--- config.mk ---
export PLATFORM = sky130hd
export DESIGN_NAME = regfile_mux_flat
export DESIGN_NICKNAME = d
export VERILOG_FILES = /design/src/rtl/regfile_mux_if.sv /design/src/rtl/regfile_mux.sv /design/src/flat_wrapper.sv
export SDC_FILE = /design/constraint.sdc
export NUM_CORES = 1
export LEC_CHECK = 0
export CAP_MARGIN = 20
export CELL_PAD_IN_SITES_DETAIL_PLACEMENT = 2
export CELL_PAD_IN_SITES_GLOBAL_PLACEMENT = 2
export CORE_ASPECT_RATIO = 0.9
export CORE_UTILIZATION = 33
export CTS_CLUSTER_DIAMETER = 120
export DETAILED_ROUTE_END_ITERATION = 8
export HOLD_SLACK_MARGIN = 0.03
export PLACE_DENSITY_LB_ADDON = 0.12
export SLEW_MARGIN = 20
export SYNTH_ARGS = -nofsm -noshare
export SYNTH_HDL_FRONTEND = slang
export SYNTH_SLANG_ARGS = --single-unit
--- constraint.sdc ---
create_clock -name clk -period 3.87 [get_ports clk]
set_input_delay 0.774 -clock clk [delete_from_list [all_inputs] [get_ports clk]]
set_output_delay 0.774 -clock clk [all_outputs]
set_load 0.005 [all_outputs]
--- src/rtl/regfile_mux_if.sv ---
// Bus between the control unit and the register file: write strobe, read
// selects, read data with valid flags and the per-register valid bitmap.
interface regfile_mux_if #(
  parameter int WIDTH    = 16,
  parameter int NUM_REGS = 8
);
  localparam int SEL_W = $clog2(NUM_REGS);

  logic                clr;
  logic                wr_en;
  logic [SEL_W-1:0]    wr_sel;
  logic [WIDTH-1:0]    wr_data;
  logic [SEL_W-1:0]    rd_sel_a;
  logic [SEL_W-1:0]    rd_sel_b;
  logic [WIDTH-1:0]    rd_a;
  logic [WIDTH-1:0]    rd_b;
  logic                rd_a_vld;
  logic                rd_b_vld;
  logic [NUM_REGS-1:0] vld_map;

  // Control unit side: drives strobes and selects, consumes operands.
  modport master (
    output clr, wr_en, wr_sel, wr_data, rd_sel_a, rd_sel_b,
    input  rd_a, rd_b, rd_a_vld, rd_b_vld, vld_map
  );

  // Register file side.
  modport slave (
    input  clr, wr_en, wr_sel, wr_data, rd_sel_a, rd_sel_b,
    output rd_a, rd_b, rd_a_vld, rd_b_vld, vld_map
  );
endinterface

--- src/rtl/regfile_mux.sv ---
// Parametrised register file: one write port, two independent read muxes,
// a written/valid bit per register, synchronous clear, and an optional
// registered read stage that returns the post-edge contents (write-first).
module regfile_mux #(
  parameter int WIDTH    = 16,
  parameter int NUM_REGS = 8,
  parameter bit REG_OUT  = 1'b1
) (
  input  logic         clk,
  input  logic         rst_n,
  regfile_mux_if.slave bus
);
  localparam int SEL_W = $clog2(NUM_REGS);

  typedef logic [NUM_REGS-1:0][WIDTH-1:0] regs_t;

  regs_t               regs_q, regs_d;
  logic [NUM_REGS-1:0] vld_q,  vld_d;

  // Select one register and its valid bit; an index past the last register
  // matches nothing and so yields data 0 with valid 0.
  function automatic logic [WIDTH:0] read_sel(
    input regs_t               regs,
    input logic [NUM_REGS-1:0] vld,
    input logic [SEL_W-1:0]    sel
  );
    logic [WIDTH:0] res;
    res = '0;
    for (int i = 0; i < NUM_REGS; i++) begin
      if (sel == SEL_W'(i)) res = {vld[i], regs[i]};
    end
    return res;
  endfunction

  // Next state of the array: clear beats a write, and a write to a
  // non-existent index matches no register and is dropped.
  always_comb begin
    // NOTE: defaults assigned first so every path drives every bit; without
    // them a missed branch would infer a latch.
    regs_d = regs_q;
    vld_d  = vld_q;
    if (bus.clr) begin
      regs_d = '0;
      vld_d  = '0;
    end else if (bus.wr_en) begin
      for (int i = 0; i < NUM_REGS; i++) begin
        if (bus.wr_sel == SEL_W'(i)) begin
          regs_d[i] = bus.wr_data;
          vld_d[i]  = 1'b1;
        end
      end
    end
  end

  // Register array and valid bitmap.
  always_ff @(posedge clk or negedge rst_n) begin
    // NOTE: the register contents are architecturally zero after reset, so
    // the storage itself carries the async reset rather than only vld_q.
    if (!rst_n) begin
      regs_q <= '0;
      vld_q  <= '0;
    end else begin
      // NOTE: non-blocking so every flop samples pre-edge values.
      regs_q <= regs_d;
      vld_q  <= vld_d;
    end
  end

  assign bus.vld_map = vld_q;

  generate
    if (REG_OUT) begin : g_reg_out
      logic [WIDTH:0] rd_a_q, rd_b_q;

      // Registered read: sample the post-update state, which gives
      // write-first forwarding and lets clear win over forwarding.
      always_ff @(posedge clk or negedge rst_n) begin
        if (!rst_n) begin
          rd_a_q <= '0;
          rd_b_q <= '0;
        end else begin
          rd_a_q <= read_sel(regs_d, vld_d, bus.rd_sel_a);
          rd_b_q <= read_sel(regs_d, vld_d, bus.rd_sel_b);
        end
      end

      assign {bus.rd_a_vld, bus.rd_a} = rd_a_q;
      assign {bus.rd_b_vld, bus.rd_b} = rd_b_q;
    end else begin : g_comb_out
      // Combinational read of the stored state; a write shows up only after
      // its edge.
      assign {bus.rd_a_vld, bus.rd_a} = read_sel(regs_q, vld_q, bus.rd_sel_a);
      assign {bus.rd_b_vld, bus.rd_b} = read_sel(regs_q, vld_q, bus.rd_sel_b);
    end
  endgenerate
endmodule

--- src/flat_wrapper.sv ---
// flat-port wrapper written by rule: the top's interface ports become plain ports
module regfile_mux_flat 
#(
  parameter int WIDTH    = 16,
  parameter int NUM_REGS = 8,
  parameter bit REG_OUT  = 1'b1
)
  (clk, rst_n, bus_clr, bus_wr_en, bus_wr_sel, bus_wr_data, bus_rd_sel_a, bus_rd_sel_b, bus_rd_a, bus_rd_b, bus_rd_a_vld, bus_rd_b_vld, bus_vld_map);
  regfile_mux_if #(.WIDTH(WIDTH), .NUM_REGS(NUM_REGS)) bus_i ();
  input  logic clk;
  input  logic rst_n;
  input wire logic [$bits(bus_i.clr)-1:0] bus_clr;
  input wire logic [$bits(bus_i.wr_en)-1:0] bus_wr_en;
  input wire logic [$bits(bus_i.wr_sel)-1:0] bus_wr_sel;
  input wire logic [$bits(bus_i.wr_data)-1:0] bus_wr_data;
  input wire logic [$bits(bus_i.rd_sel_a)-1:0] bus_rd_sel_a;
  input wire logic [$bits(bus_i.rd_sel_b)-1:0] bus_rd_sel_b;
  output wire logic [$bits(bus_i.rd_a)-1:0] bus_rd_a;
  output wire logic [$bits(bus_i.rd_b)-1:0] bus_rd_b;
  output wire logic [$bits(bus_i.rd_a_vld)-1:0] bus_rd_a_vld;
  output wire logic [$bits(bus_i.rd_b_vld)-1:0] bus_rd_b_vld;
  output wire logic [$bits(bus_i.vld_map)-1:0] bus_vld_map;
  assign bus_i.clr = bus_clr;
  assign bus_i.wr_en = bus_wr_en;
  assign bus_i.wr_sel = bus_wr_sel;
  assign bus_i.wr_data = bus_wr_data;
  assign bus_i.rd_sel_a = bus_rd_sel_a;
  assign bus_i.rd_sel_b = bus_rd_sel_b;
  assign bus_rd_a = bus_i.rd_a;
  assign bus_rd_b = bus_i.rd_b;
  assign bus_rd_a_vld = bus_i.rd_a_vld;
  assign bus_rd_b_vld = bus_i.rd_b_vld;
  assign bus_vld_map = bus_i.vld_map;
  regfile_mux #(.WIDTH(WIDTH), .NUM_REGS(NUM_REGS), .REG_OUT(REG_OUT)) u_core (.clk(clk), .rst_n(rst_n), .bus(bus_i));
endmodule
Yosys cells after proc, flatten, opt, wreduce, memory -nomap -nowiden

Index checks and enable logic that the tools add are counted.

Output and inout port bits: 42
Word-level logic and storage cells: 71
Bits in registers: 170
Input port bits: 29

Reduce and logical (&&, ||, !) cells: 3
Eq/ne operators: 21
Muxes and demuxes: 36

Operators by type and width:

| kind                 | number |
|---|---|
| $mux W17             | 16 |
| $mux W128            | 2 |
| $mux W16             | 8 |
| $eq A3 B3 Y1 const B | 12 |
| $eq A3 B2 Y1 const B | 6 |
| $mux W8              | 2 |
| $eq A3 B1 Y1 const B | 3 |
| $logic_not A3 Y1     | 3 |
| $mux W1              | 8 |

Longest topological paths before layout

Depth in word-level cells: 12
Depth in mapped cells: 8
Gate-level depth less buffers: 5

Worst setup path before layout

Ideal clock, no wire load.

Kind: input to register
Start: in bus_wr_en
End: reg u_core.g_reg_out.rd_a_q[16]
Setup time: 0.138 ns
Arrival time: 2.080 ns
Cell stages on the path: 7
Required time: 3.732 ns
Setup slack: 1.652 ns
Buffers on the path: 2
Cells stage by stage: buf_2 > and4bb_1 > buf_6 > or2_1 > mux4_2 > nor2_2 > a211oi_2

Cells in the longest elaborated chain, start to end: 10

RTL lines:

| element               | RTL line           | RTL |
|---|---|---|
| from (decl)           | flat_wrapper.sv:13 | `input wire logic [$bits(bus_i.wr_en)-1:0] bus_wr_en;` |
| $mux W8 *             | regfile_mux.sv:45  | `end else if (bus.wr_en) begin` |
| $mux W8 *             | regfile_mux.sv:42  | `if (bus.clr) begin` |
| $mux W17 (7 in a row) | regfile_mux.sv:30  | `if (sel == SEL_W'(i)) res = {vld[i], regs[i]};` |
| $mux W17 *            | regfile_mux.sv:30  |  |
| to (signal assigned)  | regfile_mux.sv:82  | `rd_a_q <= read_sel(regs_d, vld_d, bus.rd_sel_a);` |
| to (decl)             | regfile_mux.sv:73  | `logic [WIDTH:0] rd_a_q, rd_b_q;` |

Every way passes the cells marked *; elsewhere a longest branch is shown, timed or not.

Worst setup path in the final report

Start: in bus_rd_sel_a[1]
End: reg u_core.g_reg_out.rd_a_q[3]

Cells in the longest elaborated chain, start to end: 9
Elaborated cells between the ends (all ways): 16
Classes of those cells: 7 x eq/ne; 8 x mux; 1 x reduce/logical

RTL lines:

| element               | RTL line           | RTL |
|---|---|---|
| from (decl)           | flat_wrapper.sv:16 | `input wire logic [$bits(bus_i.rd_sel_a)-1:0] bus_rd_sel_a;` |
| $logic_not A3 Y1      | regfile_mux.sv:30  |  |
| $mux W17 (7 in a row) | regfile_mux.sv:30  |  |
| $mux W17 *            | regfile_mux.sv:30  |  |

Marks and branches as above.

==> qor_table.md <==
| Metric | Reported | Unit |
|:---|:---|:---|
| Run status | complete, no violations | - |
| Final setup margin | 1100 | ps |
| Final Hold Vio Count | 0 | - |
| Instance area at placement | 10200 | µm² |
| Initial core utilization | 33.7 | % |
| Width of the chip | 177 | µm |
| Post-synthesis cell count | 929 | - |
| Later-pin clock latency in the skew report | 450 | ps |
| Unique cell type count in the Yosys netlist | 36 | - |
| Critical path peak fanout | 15 | - |
| Bufs on Longest Clock Path | 2 | - |
| P per Cell Area | 388 | nW/µm² |
| Total of max-cap violations | 0 | - |
| Fillcell total | 2898 | - |
| Number of synthesized flops with an enable pin | 0 | - |
| Seq. cell area | 4250 | µm² |
| GR Util met1 | 37.9 | % |
| Fraction of the yosys area taken by sequential cells | 46.7 | % |
| Final period demand of the worst path | 2770 | ps |
| TritonCTS Buffers | 17 | - |
| Clock Sinks | 170 | - |
| Vias | 7981 | - |
| Cell Count, Final, Fillers Out | 1331 | - |
| Clock-pin slew of the registers on the worst-case setup and hold paths | 70 | ps |
| TritonCTS clock tree | done | - |
| Top-level I/O count | 71 | - |
| Placed wire-length estimate | 24.7 | mm |
| Mapped Avg Cell Area | 9.81 | µm² |
| Vias in the first global route | 8956 | - |
| Routing layer with the top usage in global route | met2 | - |
| Netlist Area Pre-Place | 9110 | µm² |
| Worst setup timing slack at the placement stage | 618 | ps |
| Final cell utilization of the core | 39.6 | % |
| Multi-input logic area | 4340 | µm² |
| Global placement routability congestion | 0.854 | - |
| Inserted Diodes | 0 | - |
| Ys flop type | dfrtp_1 | - |
| WS Path Type | in -> reg | - |
| Average via count per standard cell | 6.00 | - |
| Most repeated cell in the gate-level netlist after synthesis | dfrtp_1 | - |
| Kind of end point of the critical path | flop | - |
| Largest net degree at the start of global routing | 113 | - |
| Setup-violating endpoint count in the final report | 0 | - |
| Transition time at the pin with the least slew margin | 1050 | ps |
| Final worst clock skew | 9.82 | ps |
| Setup TNS | 0 | ps |
| Reg2reg path depth | 4 | - |
| DRT Pass-1 Iters | 5 | - |
| Required time at the endpoint of the critical path | 4180 | ps |
| Cells after DPL | 1301 | - |
| Commonest cells in the netlist | 170 x dfrtp_1, 153 x nor2_1, 128 x mux2i_1 | - |
| Cell accounting for the most synthesized area | dfrtp_1 | - |
| Number of nets with antenna violations after detailed routing | 0 | - |
| Met3 Use GR | 4.14 | % |
| Post-CTS Setup Bufs | 0 | - |
| Count of standard-cell rows | 57 | - |
| Critical path data arrival time | 3080 | ps |
| Met2 Usage GRT | 45.9 | % |
| Wire length of the first global-routing pass | 58.3 | mm |
| Synth top area share | 46.7 | % |
| DR iter-0 viols | 499 | - |
| Number of nets in the synthesized netlist | 958 | - |
| Synth warnings | 0 | - |
| RSZ-0062 raised after global routing | false | - |
| Final worst-path cycle share | 71.5 | % |
| Routed Wire Length | 38.5 | mm |
| P&R area growth vs syn | 17.4 | % |
| Worst hold path type | in -> async | - |
| Final count of pins violating max slew | 0 | - |
| Biggest area contributors in the synthesized netlist | dfrtp_1 47%, mux2i_1 14%, o22ai_1 6.6% | - |
| Total Die Area | 28300 | µm² |
| Port bufs | 70 | - |
| Register bit count reported by yosys | 170 | - |
| Final net count | 995 | - |
| Die extent in y | 160 | µm |
| Type of origin of the critical path | input pin | - |
| Fraction of layout instances using a drive strength above 1 | 11.3 | % |
| Final cell area excluding filler cells | 10700 | µm² |
| Hold buffer count at CTS | 0 | - |
| Share of synthesized flip-flops with an asynchronous set or reset | 100 | % |
| Resize count post-CTS | 0 | - |
| Overall track demand over capacity in global routing | 28.2 | % |
| Achievable clock frequency | 0.361 | GHz |
| Antenna violations before repair | 0 | - |
| Clk Tree Root Cell | clkbuf_16 | - |
| DRC violation count after routing | 0 | - |
| Pleak | 4.75 | nW |
| Remaining global-route overflow | 0 | - |
| Peak supply drop | 306 | µV |
| Routed len/inst | 28.9 | µm |
| Slew headroom | 30.0 | % |
| CTS HTree Levels | 4 | - |
| Core region area | 27000 | µm² |
per-layer routing:
| layer | vias up | share of wire (%) |
|---|---|---|
| li1 | 3442 | - |
| met1 | 4246 | 45 |
| met2 | 218 | 48 |
| met3 | 75 | 3.6 |
| met4 | 0 | 2.8 |
| met5 | - | 0 |
cell type report:
type / instances / share of cell area, %
clock buffer: 18 / 4.01
clock inverter: 12 / 0.889
inverter: 4 / 0.140
multi-input combinational: 653 / 40.5
sequential: 170 / 39.8
tap: 354 / 4.14
timing repair buffer: 120 / 10.5
cell families after synthesis:
group	count (synthesis)	synth area share, %
buffers and inverters	106	5.73
AOI/OAI and AO/OA	250	18.1
muxes	146	17.2
and+or+nand+nor	257	12.3
DFF	170	46.7
through the flow:
stage	total power (W)	hold WS, ps
6_report	0.00415	407
3_3_place_gp	0.00252	502
3_5_place_dp	0.00255	535
5_1_grt	0.00429	508
4_1_cts	0.00418	481
2_1_floorplan	0.00222	478
state kept, by name (all words and copies together) (netlist names):
signal                   count
u_core.regs_q              128
u_core.g_reg_out.rd_a_q     17
u_core.g_reg_out.rd_b_q     17
u_core.bus.vld_map           8
where the power goes:
group	total, W	leakage (nW)	internal (W)	switching (W)
logic	0.000666	2.17	0.000232	0.000433
clock network	0.00163	0.242	0.000822	0.000809
registers	0.00185	2.34	0.00183	0.0000245
critical path: stages:
cell and delay, ps:
clkdlybuf4s50_1 620, or3_1 870, o221ai_1 390, nand2_1 90, o22ai_1 310
layout by cell type (no fill, tap or decap), types with 14 or more instances in the layout:
cell type and instances:
a21oi_1 44, buf_4 47, clkbuf_16 17, clkdlybuf4s50_1 68, dfrtp_1 170, mux2i_1 128
mux2i_2 14, nand2_1 68, nor2_1 153, o21ai_0 18, o21ai_1 18, o221ai_1 62
o22ai_1 96
final timing paths:
path | startpoint | end | slack [ps]
worst min register to register | u_core.bus.vld_map[6] | u_core.bus.vld_map[6] | 540
max in group asynchronous | rst_n | u_core.bus.vld_map[0] | 2640
min in group clk | u_core.bus.vld_map[6] | u_core.bus.vld_map[6] | 540
worst max-delay path | bus_rd_sel_a[1] | u_core.g_reg_out.rd_a_q[3] | 1100
worst max register to register | u_core.regs_q[118] | u_core.g_reg_out.rd_a_q[6] | 2400
worst min-delay path | rst_n | u_core.regs_q[91] | 410
No activity file was read; power rests on OpenSTA's default activity.
==> edit 1: new RTL, config.mk and constraints unchanged <==
`WIDTH` is set to 16 in 3 places; all go to 24.
--- a/src/rtl/regfile_mux_if.sv
+++ b/src/rtl/regfile_mux_if.sv
@@ -3,3 +3,3 @@
 interface regfile_mux_if #(
-  parameter int WIDTH    = 16,
+  parameter int WIDTH    = 24,
   parameter int NUM_REGS = 8
--- a/src/rtl/regfile_mux.sv
+++ b/src/rtl/regfile_mux.sv
@@ -4,3 +4,3 @@
 module regfile_mux #(
-  parameter int WIDTH    = 16,
+  parameter int WIDTH    = 24,
   parameter int NUM_REGS = 8,
--- a/src/flat_wrapper.sv
+++ b/src/flat_wrapper.sv
@@ -3,3 +3,3 @@
 #(
-  parameter int WIDTH    = 16,
+  parameter int WIDTH    = 24,
   parameter int NUM_REGS = 8,
Interface: changed (resized bus_rd_a, bus_rd_b and bus_wr_data); port bits go from 71 to 95. No check against the original RTL was run, so the function may have changed too.
==> edit 1 against the original RTL <==
Setup slack got worse by 0.14 ns; non-clock buffer count increased by 30; sequential cell count increased by 80; power increased by 55%; wire length increased by 31%; final area increased by 39%; area after synthesis increased by 35%; clock power increased by 78%; combinational power increased by 20%; synthesized cell count increased by 33%; sequential share of layout area increased by 2.3 points; largest cell class is now flip-flops and latches; highest routed layer unchanged.
==> edit 1: results (changes against the original RTL) <==
| Metric | Value |
|---|---|
| Outcome | finished clean (unchanged) |
| Slowest stage delay, CP | 0.78 ns (was 0.87 ns) |
| Mapped Nets | 1,274 (was 958) |
| End of the critical path | u_core.g_reg_out.rd_a_q[6] (was u_core.g_reg_out.rd_a_q[3]) |
| Delay-heaviest family, CP | buffers and inverters (was simple AND/OR/NAND/NOR gates) |
| Leading post-synthesis cells by cell area | dfrtp_1 51%, mux2i_1 13%, o22ai_1 8.2% (was dfrtp_1 47%, mux2i_1 14%, o22ai_1 6.6%) |
| Clock buffers created by TritonCTS | 30 (was 17) |
| PortBufs | 94 (was 70) |
| Commonest cells in the synthesized netlist | 250 x dfrtp_1, 236 x nor2_1, 165 x mux2i_1 (was 170 x dfrtp_1, 153 x nor2_1, 128 x mux2i_1) |
| CP max FO | 16 (was 15) |
| Via density per instance | 5.87 (was 6.00) |
| GRT Total Usage | 0.271 (was 0.282) |
| Crit-path slowest cell | clkdlybuf4s50_1 (was or3_1) |
| Placed cell count | 1,743 (was 1,301) |
| Non-Filler Instances | 1,797 (was 1,331) |
| Leak | 0.00646 uW (was 0.00475 uW) |
| Post-Route WL | 50,400 um (was 38,500 um) |
| Seq/Total Area, Yosys | 0.508 (was 0.467) |
| Skew final | 0.00934 ns (was 0.00982 ns) |
| Peak supply drop | 0.357 mV (was 0.306 mV) |
| FF-to-FF End | u_core.g_reg_out.rd_b_q[23] (was u_core.g_reg_out.rd_a_q[6]) |
| Registers with the most flip-flops | u_core.regs_q x192, u_core.g_reg_out.rd_a_q x25, u_core.g_reg_out.rd_b_q x25 (was u_core.regs_q x128, u_core.g_reg_out.rd_a_q x17, u_core.g_reg_out.rd_b_q x17) |
| Worst Hold Class | input port to async pin (unchanged) |
| Clk buf depth | 3 (was 2) |
| Distinct cells, synth | 55 (was 36) |
| Postcts setup bufs | 0 (unchanged) |
| Worst Tran Pin Value | 0.993 ns (was 1.05 ns) |
| Nets | 1,336 (was 995) |
| Initial drt markers | 759 (was 499) |
| Post-Synth Adder-Cell Area | 0 (unchanged) |
| Mux contribution to synthesized area | 0.145 (was 0.172) |
| Largest net degree at the start of global routing | 117 (was 113) |
| Synth Area in XOR/XNOR | 0.00142 (was 0) |
| CP Launch Point | bus_wr_en (was bus_rd_sel_a[1]) |
| Dpl hpwl | 31,300 um (was 24,700 um) |
| First-pass GRT wire length | 76,100 um (was 58,300 um) |
| FILL cells | 3,864 (was 2,898) |
| Worst r2r src | u_core.regs_q[167] (was u_core.regs_q[118]) |
| Worst skew pair latency | 0.58 ns (was 0.45 ns) |
| H-tree depth | 1 (was 4) |
| Crit path DAT | 3.36 ns (was 3.08 ns) |
| Number of global-route vias before repair | 11,400 (was 8,956) |
| Synth Area in Compound Gates | 0.169 (was 0.181) |
| DP Area | 13,900 um2 (was 10,200 um2) |
| Asr flop ratio synth | 1.00 (unchanged) |
| Share of cells above drive strength 1 | 0.0992 (was 0.113) |
| Final Wtd Congestion | 0.817 (was 0.854) |
| Syn_area_per_cell | 9.95 um2 (was 9.81 um2) |
[edit 1: changes by cell type in the layout (fill, tap and decap cells not counted), sizes merged, moves of 20 or more]
cell,change
a211oi,+35
a21oi,-20
clkbuf,+25
clkdlybuf4s50,+24
dfrtp,+80
mux2i,+30
nor2,+81
o221ai,-54
o22ai,+65
[edit 1: layout make-up]
cell class | count | area share
clock inverters | 11 | 0.00581
multi-input cells | 863 | 0.366
repair buffers | 150 | 0.104
inverters | 4 | 0.00101
well taps | 476 | 0.0401
clock buffers | 43 | 0.0620
flip-flops and latches | 250 | 0.421
[edit 1: routing by layer]
layer	GRT usage	vias to the layer above	wire [um]
li1	-	4597	-
met1	0.388	5598	23800
met2	0.427	270	23100
met3	0.0368	78	2310
met4	0.0717	0	1140
met5	0	-	0
[edit 1: metrics by stage]
step / worst slack [ns] / power, uW / hold WS, ns / util
5_1_grt: 0.821 / 6640 / 0.360 / 0.408
4_1_cts: 0.961 / 6480 / 0.345 / 0.408
2_1_floorplan: 1.48 / 3150 / 0.478 / -
3_3_place_gp: 0.418 / 3560 / 0.515 / 0.380
3_5_place_dp: 0.384 / 3570 / 0.532 / 0.380
6_report: 0.965 / 6430 / 0.257 / 0.408
[edit 1: logic make-up after synthesis]
kind of cell              count (synthesis)
AOI/OAI and AO/OA                       322
xor gates and xnor gates                  2
buffers and inverters                   124
DFF                                     250
muxes                                   173
and+or+nand+nor                         366
[edit 1: where the power goes]
| part | switching [uW] | leakage [uW] | internal [uW] | total, uW |
|---|---|---|---|---|
| clock network | 1190 | 0.000506 | 1710 | 2900 |
| registers | 37.0 | 0.00343 | 2690 | 2730 |
| logic | 516 | 0.00253 | 283 | 799 |
| total | 1750 | 0.00646 | 4680 | 6430 |
==> edit 2: new RTL, config.mk and constraints unchanged <==
Made on the original files. Make the reset (`rst_n`) synchronous in 2 clocked blocks. Comments in the files are not updated.
--- a/src/rtl/regfile_mux.sv
+++ b/src/rtl/regfile_mux.sv
@@ -55,3 +55,3 @@
   // Register array and valid bitmap.
-  always_ff @(posedge clk or negedge rst_n) begin
+  always_ff @(posedge clk) begin
     // NOTE: the register contents are architecturally zero after reset, so
@@ -76,3 +76,3 @@
       // write-first forwarding and lets clear win over forwarding.
-      always_ff @(posedge clk or negedge rst_n) begin
+      always_ff @(posedge clk) begin
         if (!rst_n) begin
Behaviour: differs if rst_n is asserted again (counterexample within 4 cycles, from zero or initial values and one cycle with rst_n low); with rst_n held inactive, the same outputs for 4 cycles.
==> edit 2 against the original RTL <==
Final area fell by 15%; setup slack got worse by 0.38 ns; wire length fell by 20%; sequential cell count did not move; area after synthesis fell by 20%; power fell by 6.7%; global-route usage fell by 0.70 points; largest power group unchanged; highest routed layer unchanged.
==> edit 2: results (changes against the original RTL) <==
| Metric | Value |
|---|---|
| Pwr/cell area | 428 nW/um2 (was 388 nW/um2) |
| Relative slew slack | 0.477 (was 0.300) |
| Skew final | 0.00775 ns (was 0.00982 ns) |
| Psw | 992 uW (was 1270 uW) |
| Worst skew pair latency | 0.43 ns (was 0.45 ns) |
| Leading post-synthesis cells by cell area | dfxtp_1 46%, mux2i_1 17%, nor2_1 9.2% (was dfrtp_1 47%, mux2i_1 14%, o22ai_1 6.6%) |
| Placed cell count | 1,140 (was 1,301) |
| Mapped Nets | 843 (was 958) |
| Asr flop ratio synth | 0 (was 1.00) |
| Number of global-route vias before repair | 7,496 (was 8,956) |
| DP Area | 8460 um2 (was 10,200 um2) |
| Largest net degree at the start of global routing | 57 (was 113) |
| FILL cells | 2,383 (was 2,898) |
| Nets | 897 (was 995) |
| Dpl hpwl | 19,800 um (was 24,700 um) |
| Peak supply drop | 0.255 mV (was 0.306 mV) |
| CP max FO | 10 (was 15) |
| Syn_area_per_cell | 9.01 um2 (was 9.81 um2) |
| Cts repair resizes | 0 (unchanged) |
| Post-Route WL | 30,800 um (was 38,500 um) |
| Final Wtd Congestion | 0.791 (was 0.854) |
| Initial drt markers | 388 (was 499) |
| Crit-path slowest cell | and4bb_1 (was or3_1) |
| Seq/Total Area, Yosys | 0.464 (was 0.467) |
| H-tree depth | 4 (unchanged) |
| Via density per instance | 5.78 (was 6.00) |
| First-pass GRT wire length | 46,600 um (was 58,300 um) |
| Worst Hold Class | flop to flop (was input port to async pin) |
| Share of cells above drive strength 1 | 0.0886 (was 0.113) |
| Via count | 6,771 (was 7,981) |
| Crit path DAT | 3.47 ns (was 3.08 ns) |
| Synth Flop Type | dfxtp_1 (was dfrtp_1) |
| Registers with the most flip-flops | u_core.regs_q x128, u_core.g_reg_out.rd_a_q x17, u_core.g_reg_out.rd_b_q x17 (unchanged) |
| Commonest cells in the synthesized netlist | 180 x nor2_1, 170 x dfxtp_1, 128 x mux2i_1 (was 170 x dfrtp_1, 153 x nor2_1, 128 x mux2i_1) |
| Leak | 0.00340 uW (was 0.00475 uW) |
| Outcome | finished clean (unchanged) |
| GRT Total Usage | 0.275 (was 0.282) |
## edit 2: final timing paths
kind                               from                          end  slack (ns)  cells past startpoint
hold / removal    u_core.bus.vld_map[6]        u_core.bus.vld_map[6]        0.50                      2
setup reg to reg      u_core.regs_q[47]  u_core.g_reg_out.rd_b_q[15]        2.45                      4
hold reg to reg   u_core.bus.vld_map[6]        u_core.bus.vld_map[6]        0.50                      2
setup / recovery          bus_wr_sel[2]   u_core.g_reg_out.rd_a_q[0]        0.72                      7
## edit 2: through the flow
stage	hold slack (ns)	setup slack, ns	total power [uW]
2_1_floorplan	0.471	1.56	2000
4_1_cts	0.508	0.778	3910
5_1_grt	0.555	0.625	3990
6_report	0.500	0.720	3870
3_5_place_dp	0.491	0.342	2180
3_3_place_gp	0.484	0.427	2170
## edit 2: cells by family (layout without fill, tap and decap cells)
family,after synthesis,in the layout,synth area share
simple gates,242,242,0.138
flops,170,170,0.464
mux,129,129,0.177
buf+inv,78,144,0.0461
compound gates,195,195,0.175
## edit 2: area by class of cell
class,count,area share
Clock inverter,13,0.0158
Clock buffer,18,0.0485
Tap cell,291,0.0402
Multi-Input combinational cell,566,0.400
Inverter,2,0.000830
Timing Repair Buffer,111,0.118
Sequential cell,170,0.376
## edit 2: metal layers
metal / vias to the layer above / part of all wire / GRT usage / wire length [um]
met5: - / 0 / 0 / 0
met4: 0 / 0.024 / 0.101 / 742
met3: 51 / 0.040 / 0.0418 / 1240
met2: 202 / 0.48 / 0.464 / 14700
met1: 3509 / 0.46 / 0.356 / 14100
li1: 3009 / - / - / -
## edit 2: worst max-delay path, delay by kind of cell
kind,cells,cell delay [ns]
simple gates,1,0.87
buf+inv,2,0.87
mux,1,0.31
compound gates,3,0.63
## edit 2: power groups by stage
stage,Combinational [uW],Clock [uW],Sequential [uW]
after detailed placement,362,0,1820
after floorplan,184,0,1820
after global routing,389,1820,1780
final,368,1720,1780
after global placement,352,0,1820
after CTS,366,1760,1780
